<file path="src/rtl/mem_port_arbiter.sv">
// mem_port_arbiter
//   Shares one single-port memory bus between the instruction-fetch
//   requester (IF) and the data load/store requester (D). One transaction
//   is outstanding at a time. D has priority, and IF is forced to win after
//   STARVE_MAX consecutive losses. Responses to fetches killed by a
//   redirect are swallowed.
//
// Ports
//   clk_i, rst_ni          clock, asynchronous active-low reset
//   if_req_i/if_addr_i     IF read request and word address
//   if_kill_i              fetch redirect, drops the in-flight IF response
//   if_rvalid_o/if_rdata_o IF response (one-cycle pulse) and data
//   if_stall_o             IF stage must hold
//   d_req_i/d_we_i/d_be_i/d_addr_i/d_wdata_i  D request fields
//   d_rvalid_o/d_rdata_o   D response (also pulses for writes) and data
//   d_stall_o              MEM stage must hold
//   mem_req_o..mem_wdata_o registered memory request fields
//   mem_gnt_i              memory accepted the request this cycle
//   mem_rvalid_i/mem_rdata_i  memory response and read data
module mem_port_arbiter #(
  parameter int unsigned STARVE_MAX = 4
) (
  input  logic        clk_i,
  input  logic        rst_ni,
  input  logic        if_req_i,
  input  logic [31:0] if_addr_i,
  input  logic        if_kill_i,
  output logic        if_rvalid_o,
  output logic [31:0] if_rdata_o,
  output logic        if_stall_o,
  input  logic        d_req_i,
  input  logic        d_we_i,
  input  logic [3:0]  d_be_i,
  input  logic [31:0] d_addr_i,
  input  logic [31:0] d_wdata_i,
  output logic        d_rvalid_o,
  output logic [31:0] d_rdata_o,
  output logic        d_stall_o,
  output logic        mem_req_o,
  output logic        mem_we_o,
  output logic [3:0]  mem_be_o,
  output logic [31:0] mem_addr_o,
  output logic [31:0] mem_wdata_o,
  input  logic        mem_gnt_i,
  input  logic        mem_rvalid_i,
  input  logic [31:0] mem_rdata_i
);

  typedef enum logic [1:0] {
    ST_IDLE = 2'd0,
    ST_REQ  = 2'd1,
    ST_RESP = 2'd2
  } state_e;

  localparam logic       OWN_D      = 1'b0;
  localparam logic       OWN_IF     = 1'b1;
  localparam logic [3:0] STARVE_LIM = 4'(STARVE_MAX);

  state_e      r_state;
  logic        r_owner;
  logic        r_we;
  logic [3:0]  r_be;
  logic [31:0] r_addr;
  logic [31:0] r_wdata;
  logic [3:0]  r_starve;
  logic        r_kill;

  logic        w_if_wins;
  logic        w_if_rvalid;
  logic        w_d_rvalid;

  // Arbitration: IF wins when alone, or when D is also asking but IF has starved
  always_comb begin
    w_if_wins = 1'b0;
    if (if_req_i && (!d_req_i || (r_starve == STARVE_LIM))) begin
      w_if_wins = 1'b1;
    end else begin
      w_if_wins = 1'b0;
    end
  end

  // Response steering: only the owner sees rvalid; a killed fetch sees nothing
  always_comb begin
    w_if_rvalid = 1'b0;
    w_d_rvalid  = 1'b0;
    if ((r_state == ST_RESP) && mem_rvalid_i) begin
      if (r_owner == OWN_IF) begin
        // The same-cycle kill term covers a redirect that coincides with the response
        w_if_rvalid = !r_kill && !if_kill_i;
      end else begin
        w_d_rvalid = 1'b1;
      end
    end else begin
      w_if_rvalid = 1'b0;
      w_d_rvalid  = 1'b0;
    end
  end

  assign if_rvalid_o = w_if_rvalid;
  assign d_rvalid_o  = w_d_rvalid;
  assign if_rdata_o  = mem_rdata_i;
  assign d_rdata_o   = mem_rdata_i;

  // Stalls are held low during reset so every output reads 0 while rst_ni is low
  assign if_stall_o  = rst_ni & if_req_i & ~w_if_rvalid;
  assign d_stall_o   = rst_ni & d_req_i & ~w_d_rvalid;

  assign mem_req_o   = (r_state == ST_REQ);
  assign mem_we_o    = r_we;
  assign mem_be_o    = r_be;
  assign mem_addr_o  = r_addr;
  assign mem_wdata_o = r_wdata;

  // Transaction FSM, request registers, starvation counter and kill flag
  always_ff @(posedge clk_i or negedge rst_ni) begin
    if (!rst_ni) begin
      r_state  <= ST_IDLE;
      r_owner  <= OWN_D;
      r_we     <= 1'b0;
      r_be     <= 4'h0;
      r_addr   <= 32'h0000_0000;
      r_wdata  <= 32'h0000_0000;
      r_starve <= 4'd0;
      r_kill   <= 1'b0;
    end else begin
      case (r_state)
        ST_IDLE: begin
          r_kill <= 1'b0;
          if (if_req_i || d_req_i) begin
            r_state <= ST_REQ;
            if (w_if_wins) begin
              r_owner  <= OWN_IF;
              r_we     <= 1'b0;
              r_be     <= 4'hF;
              r_addr   <= if_addr_i;
              r_wdata  <= 32'h0000_0000;
              r_starve <= 4'd0;
            end else begin
              r_owner <= OWN_D;
              r_we    <= d_we_i;
              r_be    <= d_be_i;
              r_addr  <= d_addr_i;
              r_wdata <= d_wdata_i;
              // Count a loss only while IF is actually waiting
              if (if_req_i && (r_starve != STARVE_LIM)) begin
                r_starve <= r_starve + 4'd1;
              end
            end
          end
        end
        ST_REQ: begin
          // A killed fetch still finishes on the bus; only its response is dropped
          if (if_kill_i && (r_owner == OWN_IF)) begin
            r_kill <= 1'b1;
          end
          if (mem_gnt_i) begin
            r_state <= ST_RESP;
          end
        end
        ST_RESP: begin
          if (mem_rvalid_i) begin
            r_state <= ST_IDLE;
            r_kill  <= 1'b0;
          end else if (if_kill_i && (r_owner == OWN_IF)) begin
            r_kill <= 1'b1;
          end
        end
        default: begin
          r_state <= ST_IDLE;
        end
      endcase
    end
  end

endmodule

</file>
<file path="config.mk">
export PLATFORM = sky130hd
export DESIGN_NAME = mem_port_arbiter
export DESIGN_NICKNAME = d
export VERILOG_FILES = /design/src/rtl/mem_port_arbiter.sv
export SDC_FILE = /design/constraint.sdc
export NUM_CORES = 1
export LEC_CHECK = 0
export CORE_AREA = 2 2 109 111
export DETAILED_ROUTE_END_ITERATION = 10
export DIE_AREA = 0 0 111 113
export PLACE_DENSITY = 0.87
export SLEW_MARGIN = 20
export SYNTH_ARGS = -nofsm -noshare
export SYNTH_HDL_FRONTEND = slang
export SYNTH_SLANG_ARGS = --single-unit
</file>
<file path="constraint.sdc">
create_clock -name clk_i -period 3.7 [get_ports clk_i]
set_input_delay 0.74 -clock clk_i [delete_from_list [all_inputs] [get_ports clk_i]]
set_output_delay 0.74 -clock clk_i [all_outputs]
set_load 0.03 [all_outputs]
</file>
==> impl_metrics.env <==
export IMPL_yosysMostFrequentCell="dfrtp_1"
export IMPL_drt_wl_total_um=11310
export IMPL_finalHoldViolations=0
export IMPL_powerDensity_nw_per_um2=860.9
export IMPL_grt_max_degree=78
export IMPL_synth_edff_count=0
export IMPL_path_common_cell="clkdlybuf4s50_1"
export IMPL_path_clk_slew_ns=0.05
export IMPL_worstPathMaxFanout=2
export IMPL_start_kind="input port"
export IMPL_grt_overflow=0
export IMPL_drtIter0Drc=218
export IMPL_io_pins=278
export IMPL_dp_cells=626
export IMPL_critPathBufInv=2
export IMPL_die_height_um=113
export IMPL_place_congestion=0.8055
export IMPL_antenna_found_initial=0
export IMPL_final_core_util_pct=50.56
export IMPL_synthTopCellsByCount="77 x dfrtp_1, 72 x nand2_1, 64 x buf_4"
export IMPL_critical_path_slowest_cell="clkdlybuf4s50_1"
export IMPL_viasPerCell=5.296
export IMPL_yosys_warnings=0
export IMPL_seq_area_frac_synth_pct=48.75
export IMPL_synthTopCellsByArea="dfrtp_1 49%, buf_4 12%, a22o_1 7.5%"
export IMPL_synth_top_area_share_pct=48.75
export IMPL_cts_num_sinks=77
export IMPL_synth_cell_types=34
export IMPL_vias=3395
export IMPL_clock_fmax_mhz=317.5
export IMPL_clockBufferDepth=2
export IMPL_cap_violations=0
export IMPL_setup_violations_final=0
export IMPL_period_share_pct=85.11
export IMPL_min_from="mem_wdata_o[20]"
export IMPL_post_route_min_period_ns=3.149
export IMPL_async_flop_share_pct=100.0
export IMPL_reg2reg_depth=6
export IMPL_regArea_um2=1927
export IMPL_synthToLayoutAreaGrowth_pct=44.19
export IMPL_required_ns=2.96
export IMPL_die_w_um=111
export IMPL_cts_root_buffer="clkbuf_16"
export IMPL_cts_buffers_inserted=9
export IMPL_cp_depth=4
export IMPL_power_leakage_nw=2.341
export IMPL_coreArea_um2=11270
export IMPL_tightest_slew_ns=0.7298
export IMPL_synth_top_cell_by_area="dfrtp_1"
export IMPL_path_class="in2out"
export IMPL_rsz0062_at_grt="false"
export IMPL_die_area_um2=12540
export IMPL_wl_per_cell_um=17.64
export IMPL_drive_gt1_share_pct=5.422
export IMPL_crit_path_start="mem_rvalid_i"
export IMPL_synthCells=391
export IMPL_drtAntennaViolNets=0
export IMPL_postCtsResizedCells=0
export IMPL_report_final_slew_viol_count=0
export IMPL_min_path_cells=1
export IMPL_min_path_type="reg2reg"
export IMPL_critical_path_top_delay_family="buffers and inverters"
export IMPL_worstReg2RegEnd="mem_wdata_o[9]"
export IMPL_slowest_delay_ns=0.75
export IMPL_fin_cells=641
export IMPL_tritoncts="yes"
export IMPL_drt_pass1_iter_count=4
export IMPL_cp_arrival_ns=2.41
export IMPL_row_count=39
export IMPL_cp_end_kind="primary output"
export IMPL_crit_chain="clkdlybuf4s50_1, nand2_1, nor4b_1, clkdlybuf4s50_1"
export IMPL_n_fill_cell=994
export IMPL_portBuffers=181
export IMPL_diodes=0
export IMPL_ys_seq_elements=77
export IMPL_initial_core_util_pct=35.06
export IMPL_nets=641
export IMPL_skew_ns=0.007813
export IMPL_multi_input_area_um2=1368
export IMPL_cts_max_level=3
export IMPL_reg2reg_slack_ns=1.62
export IMPL_grt_use_total_pct=17.95
export IMPL_syn_num_nets=538
export IMPL_syn_area_per_cell_um2=10.11
export IMPL_grt_pass1_vias=3509
export IMPL_postCtsHoldBufs=0
export IMPL_status="finished, final reports clean"
export IMPL_tns_ns=0
export IMPL_relSlewSlack_pct=51.35
export IMPL_drc=0
export IMPL_postCtsSetupRepairBufs=0
export IMPL_hpwl_um=8326
export IMPL_r2r_start="r_state[1]"
export IMPL_synth_ff_type="dfrtp_1"
export IMPL_grt_pass1_wl_um=17960
export IMPL_clk_insertion_delay_late_ns=0.33
export IMPL_crit_path_end="if_rvalid_o"
export IMPL_syn_cell_area_um2=3953
export IMPL_peakVddDrop_mv=0.3634
final cells by class:
| cell class | count | area share [%] |
|---|---|---|
| inverters | 8 | 0.5269 |
| clock buffers | 12 | 4.501 |
| multi-input cells | 212 | 24.00 |
| well taps | 143 | 3.139 |
| repair buffers | 186 | 32.82 |
| clock inverters | 3 | 1.207 |
| flip-flops and latches | 77 | 33.81 |
logic make-up after synthesis:
family | after synthesis | synth area share, %
multiplexers | 1 | 0.2849
AO/OA/AOI/OAI | 85 | 17.06
adder cells (fa/ha/maj) | 7 | 2.216
AND/OR/NAND/NOR | 119 | 14.69
flip-flops | 77 | 48.75
buffers and inverters | 102 | 17.00
stage by stage:
stage / power, mW / instance area, um2 / setup WS [ns] / hold slack (ns)
after floorplan: 3.067 / 3953 / 0.6435 / 0.4444
after global placement: 3.899 / 5370 / 0.6211 / 0.4876
after detailed placement: 3.975 / 5370 / 0.5568 / 0.4919
after CTS: 4.958 / 5695 / 0.5584 / 0.5066
after global routing: 5.184 / 5699 / 0.4771 / 0.5136
final: 4.907 / 5699 / 0.5508 / 0.4997
worst min-delay path by stage:
stage                     slack [ns]         endpoint
after floorplan                 0.44    mem_addr_o[0]
after global placement          0.49  mem_wdata_o[15]
after detailed placement        0.49  mem_wdata_o[25]
after CTS                       0.51  mem_wdata_o[19]
after global routing            0.51  mem_wdata_o[21]
final                           0.50  mem_wdata_o[20]
registers in the layout, indices dropped and copies added (netlist names):
signal,cells
mem_addr_o,32
mem_be_o,4
mem_wdata_o,32
mem_we_o,1
r_kill,1
r_owner,1
r_starve,4
r_state,2
cell usage in the layout, fill, tap and decap left out, drive strengths merged, types with 2 or more instances in the layout:
cell type      instances
nand3                  3
nand2                 72
inv                    8
a31oi                  2
bufinv                 2
o22a                   4
a22o                  34
o21ai                  3
dfrtp                 77
clkdlybuf4s50        179
ha                     7
nor2                   4
nand4                 33
buf                    7
o22ai                  2
o211ai                32
clkbuf                12
a21oi                  2
layer usage:
metal / part of all wire, % / global-route usage [%]
met1: 39 / 20.99
met2: 50 / 31.21
met3: 7.9 / 4.339
met4: 2.4 / 8.500
met5: 0 / 0
power breakdown:
part	switching (mW)	internal, mW	total [mW]
sequential	0.218	1.20	1.41
clock	0.331	0.625	0.957
combinational	1.47	1.07	2.54
total	2.02	2.89	4.91
No activity file was read; power rests on OpenSTA's default activity.
